==> src/rtl/riscv_pkg.sv <==
// Shared RV32 fetch-path constants and the decode buffer entry type.
// No logic; imported by the fetch unit.
package riscv_pkg;

  localparam int unsigned XLEN = 32;

  localparam logic [XLEN-1:0] RESET_PC_DEFAULT = 32'h0000_0000;
  localparam logic [XLEN-1:0] PC_INC           = 32'd4;

  typedef logic [XLEN-1:0] word_t;

  typedef struct packed {
    word_t pc;
    word_t instr;
  } fetch_entry_t;

endpackage

==> src/rtl/fetch_fifo.sv <==
// Synchronous FIFO with flush; a pushed word is visible at the head one cycle later.
// A push on full is taken only together with a pop; flush overrides push and pop.
module fetch_fifo #(
  parameter int unsigned WIDTH = 64,
  parameter int unsigned DEPTH = 2,
  localparam int unsigned AW = (DEPTH > 1) ? $clog2(DEPTH) : 1,
  localparam int unsigned CW = $clog2(DEPTH) + 1
) (
  input  logic             clk,
  input  logic             rst,
  input  logic             flush_i,
  input  logic             push_i,
  input  logic [WIDTH-1:0] wdata_i,
  input  logic             pop_i,
  output logic [WIDTH-1:0] rdata_o,
  output logic             empty_o,
  output logic [CW-1:0]    count_o
);

  logic [WIDTH-1:0] mem_q [DEPTH];
  logic [AW-1:0]    rd_ptr_q, rd_ptr_d;
  logic [AW-1:0]    wr_ptr_q, wr_ptr_d;
  logic [CW-1:0]    count_q, count_d;
  logic             full, do_push, do_pop;

  function automatic logic [AW-1:0] ptr_inc(input logic [AW-1:0] p);
    return (p == AW'(DEPTH - 1)) ? '0 : p + AW'(1);
  endfunction

  assign full    = (count_q == CW'(DEPTH));
  assign empty_o = (count_q == '0);
  assign count_o = count_q;
  assign rdata_o = mem_q[rd_ptr_q];

  assign do_pop  = pop_i && !empty_o;
  assign do_push = push_i && (!full || do_pop);

  always_comb begin
    rd_ptr_d = rd_ptr_q;
    wr_ptr_d = wr_ptr_q;
    count_d  = count_q;
    if (flush_i) begin
      rd_ptr_d = '0;
      wr_ptr_d = '0;
      count_d  = '0;
    end else begin
      if (do_push) wr_ptr_d = ptr_inc(wr_ptr_q);
      if (do_pop)  rd_ptr_d = ptr_inc(rd_ptr_q);
      count_d = count_q + CW'(do_push) - CW'(do_pop);
    end
  end

  always_ff @(posedge clk or posedge rst) begin
    if (rst) begin
      rd_ptr_q <= '0;
      wr_ptr_q <= '0;
      count_q  <= '0;
    end else begin
      rd_ptr_q <= rd_ptr_d;
      wr_ptr_q <= wr_ptr_d;
      count_q  <= count_d;
    end
  end

  // Storage needs no reset: nothing is read until count says an entry is present.
  always_ff @(posedge clk) begin
    if (do_push && !flush_i) mem_q[wr_ptr_q] <= wdata_i;
  end

endmodule

==> src/rtl/if_fetch_unit.sv <==
// Instruction fetch: credit-limited imem requests, in-order PC tagging of responses, decode buffer.
// Response reaches id_* one cycle after imem_rvalid; id_ready low holds id_* and requests stop once credits are used.
module if_fetch_unit
  import riscv_pkg::*;
#(
  parameter logic [XLEN-1:0] RESET_PC = RESET_PC_DEFAULT,
  parameter int unsigned     DEPTH    = 2
) (
  input  logic            clk,
  input  logic            rst,
  input  logic            redirect_valid,
  input  logic [XLEN-1:0] redirect_pc,
  output logic            imem_req,
  output logic [XLEN-1:0] imem_addr,
  input  logic            imem_gnt,
  input  logic            imem_rvalid,
  input  logic [XLEN-1:0] imem_rdata,
  output logic            id_valid,
  output logic [XLEN-1:0] id_pc,
  output logic [XLEN-1:0] id_instr,
  input  logic            id_ready
);

  localparam int unsigned CW = $clog2(DEPTH) + 1;
  localparam int unsigned EW = $bits(fetch_entry_t);

  word_t         pc_q, pc_d;
  logic [CW-1:0] outst_q, outst_d;
  logic [CW-1:0] drop_q, drop_d;
  logic [CW-1:0] buf_count, tag_count;
  logic [CW:0]   credit_used;
  logic          grant, resp, resp_keep, pop;
  logic          buf_empty, tag_empty;
  word_t         tag_pc;
  fetch_entry_t  buf_wdata, buf_rdata;
  logic          unused_bits;

  assign pop = id_valid && id_ready && !redirect_valid;

  // An entry leaving the buffer this cycle frees its slot for a same-cycle request,
  // which keeps single-cycle memory at one instruction per clock with DEPTH=2.
  assign credit_used = {1'b0, outst_q} + {1'b0, buf_count} - (CW+1)'(pop);
  assign imem_req    = !rst && !redirect_valid && (credit_used < (CW+1)'(DEPTH));
  assign imem_addr   = pc_q;
  assign grant       = imem_req && imem_gnt;

  assign resp      = imem_rvalid && (outst_q != '0);
  assign resp_keep = resp && (drop_q == '0) && !redirect_valid && !tag_empty;
  assign buf_wdata = '{pc: tag_pc, instr: imem_rdata};

  assign id_valid = !buf_empty;
  assign id_pc    = id_valid ? buf_rdata.pc    : '0;
  assign id_instr = id_valid ? buf_rdata.instr : '0;

  assign unused_bits = ^{tag_count, redirect_pc[1:0]};

  always_comb begin
    pc_d = pc_q;
    if (redirect_valid) pc_d = {redirect_pc[XLEN-1:2], 2'b00};
    else if (grant)     pc_d = pc_q + PC_INC;
  end

  // Dropped grants stay outstanding until their response returns, so they
  // keep holding a credit; only their data is thrown away.
  always_comb begin
    outst_d = outst_q + CW'(grant) - CW'(resp);
    drop_d  = drop_q;
    if (redirect_valid)          drop_d = outst_q - CW'(resp);
    else if (resp && drop_q != '0) drop_d = drop_q - CW'(1);
  end

  always_ff @(posedge clk or posedge rst) begin
    if (rst) begin
      pc_q    <= RESET_PC;
      outst_q <= '0;
      drop_q  <= '0;
    end else begin
      pc_q    <= pc_d;
      outst_q <= outst_d;
      drop_q  <= drop_d;
    end
  end

  fetch_fifo #(
    .WIDTH (XLEN),
    .DEPTH (DEPTH)
  ) u_tag_fifo (
    .clk     (clk),
    .rst     (rst),
    .flush_i (redirect_valid),
    .push_i  (grant),
    .wdata_i (pc_q),
    .pop_i   (resp_keep),
    .rdata_o (tag_pc),
    .empty_o (tag_empty),
    .count_o (tag_count)
  );

  fetch_fifo #(
    .WIDTH (EW),
    .DEPTH (DEPTH)
  ) u_fetch_fifo (
    .clk     (clk),
    .rst     (rst),
    .flush_i (redirect_valid),
    .push_i  (resp_keep),
    .wdata_i (buf_wdata),
    .pop_i   (pop),
    .rdata_o (buf_rdata),
    .empty_o (buf_empty),
    .count_o (buf_count)
  );

endmodule

==> config.mk <==
export PLATFORM = sky130hd
export DESIGN_NAME = if_fetch_unit
export DESIGN_NICKNAME = d
export VERILOG_FILES = /design/src/rtl/riscv_pkg.sv /design/src/rtl/fetch_fifo.sv /design/src/rtl/if_fetch_unit.sv
export SDC_FILE = /design/constraint.sdc
export NUM_CORES = 1
export LEC_CHECK = 0
export ABC_AREA = 0
export CORE_MARGIN = 3
export CORE_UTILIZATION = 45
export DETAILED_ROUTE_END_ITERATION = 8
export GPL_ROUTABILITY_DRIVEN = 0
export PLACE_DENSITY = 0.7
export SLEW_MARGIN = 20
export SYNTH_ARGS = -nofsm -noshare
export SYNTH_HDL_FRONTEND = slang
export SYNTH_SLANG_ARGS = --single-unit
export TNS_END_PERCENT = 20
==> constraint.sdc <==
create_clock -name clk -period 13.7 [get_ports clk]
set_clock_uncertainty 0.2 [all_clocks]
set_input_delay 4.11 -clock clk [delete_from_list [all_inputs] [get_ports clk]]
set_output_delay 4.11 -clock clk [all_outputs]
set_load 0.01 [all_outputs]
Yosys cells after proc, flatten, opt, wreduce, memory -nomap -nowiden
Memory sizes are Yosys's and may differ from the RTL's.
Cells that the tools add are included.
- output and inout bits: 98
- memory bits (writable): 192
- bits of input ports: 70
- logic and storage cells: 88
- register bits: 44
- memories: 2
- add/subtract/negate cells: 15
- reduce and logical (&&, ||, !) cells: 35
- eq/ne operators: 2
- muxes and demuxes: 24
- order comparisons: 1
- memory list (memory ; words ; bits a word ; rd ports ; clocked after memory_dff ; write ports ; RTL line ; source):
    u_fetch_fifo.mem_q ; 2 ; 64 ; 1 ; 0 ; 1 ; fetch_fifo.sv:20 ; logic [WIDTH-1:0] mem_q [DEPTH];
    u_tag_fifo.mem_q ; 2 ; 32 ; 1 ; 0 ; 1 ; fetch_fifo.sv:20 ;
- operator list (cell ; number):
    2-to-1 mux 32 bit ; 4
    adder 32 x 3 -> 32 bit (second input constant) ; 1
    logical AND 1 bit ; 16
    2-to-1 mux 1 bit ; 16
    nonzero test 2 bit ; 8
    2-to-1 mux 2 bit ; 4
    subtractor 2 x 1 -> 2 bit ; 4
    adder 2 x 1 -> 2 bit ; 3
    logical NOT 1 bit ; 6
    logical NOT 2 bit ; 3
    adder 1 bit (second input constant) ; 4
    == test 2 bit (second input constant) ; 2
    adder 2 x 2 -> 3 bit ; 1
    < comparator 3 x 2 -> 1 bit (second input constant) ; 1
    subtractor 3 x 1 -> 3 bit ; 1
    logical OR 1 bit ; 2
    subtractor 2 x 1 -> 2 bit (second input constant) ; 1

Logic depth before layout (Yosys ltp)
- depth after elaboration: 12
- mapped depth: 16
- mapped depth without buffers: 15

By module
From an unflattened synthesis, not the netlist that was laid out.
- cell total of the unflattened synthesis: 659
- area, all modules: 9979.6 um^2
- by module, submodules not included (module ; instances ; area each (um^2) ; sequential area each (um^2) ; cells each):
    fetch_fifo (u_fetch_fifo) ; 1 ; 4859.7 ; 3943.8 ; 222
    if_fetch_unit ; 1 ; 2570.0 ; 850.8 ; 314
    fetch_fifo (u_tag_fifo) ; 1 ; 2549.9 ; 2021.9 ; 123

Worst setup path after synthesis
Ideal clock, no wire load.
- path kind: input to output
- from: input redirect_valid
- to: output imem_req
- path slack: 3273 ps
- cell stages on the path: 8
- path buffers: 2
- required time: 9390 ps
- arrival time: 6117 ps
- path through: clkbuf_1 -> buf_1 -> nor2_1 -> ha_1 -> nand2b_1 -> fa_1 -> xnor2_1 -> nor4b_1
- longest elaborated chain between the ends: 5
- elaborated cells on any way between the ends: 6
- those cells by class: add/sub (1); order compare (1); reduce/logical (4)
- RTL lines (item ; RTL line ; source):
    from (decl) ; if_fetch_unit.sv:11 ; input logic redirect_valid,
    logical NOT 1 bit (*) ; if_fetch_unit.sv:38, if_fetch_unit.sv:43 ;
    logical AND 1 bit ; if_fetch_unit.sv:38 ; assign pop = id_valid && id_ready && !redirect_valid;
    subtractor 3 x 1 -> 3 bit ; if_fetch_unit.sv:42 ; assign credit_used = {1'b0, outst_q} + {1'b0, buf_count} - (CW+1)'(pop);
    < comparator 3 x 2 -> 1 bit ; if_fetch_unit.sv:43 ; assign imem_req = !rst && !redirect_valid && (credit_used < (CW+1)'(DEPTH));
    logical AND 1 bit (*) ; if_fetch_unit.sv:43 ;
    to (decl) ; if_fetch_unit.sv:13 ; output logic imem_req,
Every way passes the cells marked *; elsewhere a longest branch is shown, timed or not.

Worst setup path in the final report
Same ends and word-level chain as after synthesis.

==> flow_summary.toml <==
[outcome]
status = "completed"

[worst_setup_path]
critPathRequiredTime_ns = 9.39
reg2reg_setup_slack_ns = 9.09
critPathMaxFanout = 49
crit_path_start_kind = "input port"
path_class = "input port to output port"
end_kind = "output port"
rr_startpoint = "u_fetch_fifo.count_o[1]"
reg2reg_to = "u_tag_fifo.mem_q[0][14]"
cp_data_arrival_time_ns = 6.97
r2r_cells = 11

[routing]
wl_mm = 20.1
ant_nets = 0
wl_per_cell_um = 18.1
first_pass_iters = 5
drc = 0
vias_per_cell = 5.35
route.vias.total = 5940
drt_iter0_drc = 459

[synth]
mappedNetlistArea_sq_um = 9430
synth-seq-cells = 226
ys.flop_type = "edfxtp_1"
yosysSeqAreaShare_pct = 69.8
synth.area.top_cells = "edfxtp_1, dfrtp_1, mux2i_1"
muxShareOfSynthArea_pct = 10.7
ys.warnings.count = 0
yosys.area_share.adder_pct = 1.67
synth_edf_count = 184
netlist_instances = 662
synthSimpleGateAreaFrac_pct = 10.3
synth.avg_cell_area_sq_um = 14.2
synth_top_family_by_area = "multiplexers"
async_flop_share_pct = 18.6
yosysTopAreaCellShare_pct = 58.6
synth-xor-area-share_pct = 1.21
synth_top_cell_by_area = "edfxtp_1"
synth_compound_area_share_pct = 4.06
ys_types = 50

[cts]
cts_resized = 0
clk_pin_slew_worst_paths_ns = 0.06
cts_root_buf = "clkbuf_16"
cts.htree.levels = 1
insertion_delay_ns = 0.50
hold_buffers = 0
cts_tree = "done"
clk_path_buf_depth = 3
cts.sink_count = 226
cts-buffers-inserted = 23
cts_setup_buffers = 0

[timing]
post-route-min-period_ns = 11.28
final-hold-violation-count = 0
timing.final.crit_share_pct = 82.3
max_clock_freq_mhz = 88.7
relSlewSlack_pct = 35.4
finalSetupViolCount = 0
slew_viol_final = 0
tightestPinTransition_ns = 0.967
grt_setup_unrepaired = "no"
timing.setup.tns_ns = 0

[global_route]
grt_max_degree = 64
grt_antenna_before_repair = 0
grt_pass1_wl_mm = 31.4
grt_usage_pct = 17.4
grt_overflow = 0
grt_pass1_vias = 6051

[floorplan]
coreArea_sq_um = 20400
ios = 168
die_area_sq_um = 22700
chipHeight_um = 151
initial_core_util_pct = 46.1
die_w_um = 151
fp-row-count = 52

[job]
drv_cap = 0

[finish]
mostFrequentLayoutCell = "edfxtp_1"
layout-drive-gt1-share_pct = 10.3
nets = 907
n_antenna_cell = 0
area_delta_synth_final_pct = 28.5
layout_common_cells = "edfxtp_1, clkdlybuf4s50_1, nor2_1, mux2i_1"
post-route-util_pct = 59.3

[hold_path]
hold_depth = 1
holdPathEnd = "u_fetch_fifo.mem_q[1][55]"
hold_path_class = "register to register"
holdCritStartpoint = "u_tag_fifo.mem_q[1][23]"

[pwr]
vdd_ir_drop_max_v = 0.0000814
p_per_area_nw_per_um2 = 132
leakage_nw = 4.12

[placed_design]
place_hpwl_mm = 12.9
port_buffers = 161
## cell families after synthesis
kind of cell,Yosys count
AOI/OAI and AO/OA,57
xor gates and xnor gates,13
adders and majority gates,12
buffers and inverters,52
DFF,226
muxes,97
other,1
and+or+nand+nor,204
## critical path, cell delays in order
cell and delay, ns:
clkdlybuf4s50_1 0.46, buf_4 0.43, nor2_1 0.12, ha_1 0.28
nand2b_1 0.15, fa_1 0.38, xnor2_1 0.18, nor4b_1 0.26
clkdlybuf4s50_1 0.59
## metrics by stage
step                      setup WS [ns]  instances  instance area (sq um)  hold WS, ns  power (mW)
after floorplan                    3.27        665                   9440        0.323       0.910
after global placement             2.46       1069                  11300        0.339       0.984
after detailed placement           2.45       1069                  11300        0.348       0.993
after CTS                          2.42       1110                  12100        0.360        1.61
after global routing               2.24       1111                  12100        0.379        1.66
final                              2.42       1111                  12100        0.358        1.60
## per-layer routing
layer,up-vias,wire (um),track usage [%]
met5,-,0,0
met4,0,353,4.76
met3,26,1410,3.46
met2,237,9910,29.9
met1,2897,8450,22.7
li1,2780,-,-
## registers in the layout, summed over array words and instances, names as in the netlist
| register | count |
|---|---|
| u_tag_fifo.count_o | 2 |
| outst_q | 2 |
| u_tag_fifo.mem_q | 60 |
| u_tag_fifo.rd_ptr_q | 1 |
| imem_addr | 30 |
| u_tag_fifo.wr_ptr_q | 1 |
| u_fetch_fifo.mem_q | 124 |
| u_fetch_fifo.wr_ptr_q | 1 |
| drop_q | 2 |
| u_fetch_fifo.count_o | 2 |
| u_fetch_fifo.rd_ptr_q | 1 |
## report_power, final
part           switching (mW)  leakage (nW)  internal, mW
logic                  0.0820          1.57        0.0846
registers              0.0361          2.18         0.778
clock network           0.250         0.373         0.365
total                   0.368          4.12          1.23
## final cells by class
| class | instances | area (sq um) |
|---|---|---|
| clock buffer | 27 | 622 |
| clock inverter | 14 | 140 |
| fill | 1594 | 8320 |
| inverter | 20 | 75.1 |
| multi-input combinational | 387 | 2690 |
| sequential | 226 | 6580 |
| tap | 270 | 338 |
| timing repair buffer | 167 | 1670 |
## worst max path at each step
stage                        start       end  cells after the start
floorplan           redirect_valid  imem_req                      8
global placement    redirect_valid  imem_req                      9
detailed placement  redirect_valid  imem_req                      9
CTS                 redirect_valid  imem_req                      9
global route        redirect_valid  imem_req                      9
finish              redirect_valid  imem_req                      9
## Yosys cell counts, drive strengths merged, types with 2 or more instances
master and instances:
or3 6, edfxtp 184, a21o 4, a22oi 2
and2 3, nand4 16, xnor2 8, nand3 21
nor2 92, nor2b 4, mux2 31, o211ai 9
nor4b 2, mux2i 66, nor4 2, buf 15
o311ai 6, xor2 5, or4 2, o21ai 17
inv 20, a32oi 2, a21oi 9, nand2 42
a221o 3, nor3 9, dfrtp 42, clkbuf 17
ha 11
Power figures use the tool's default switching activity.
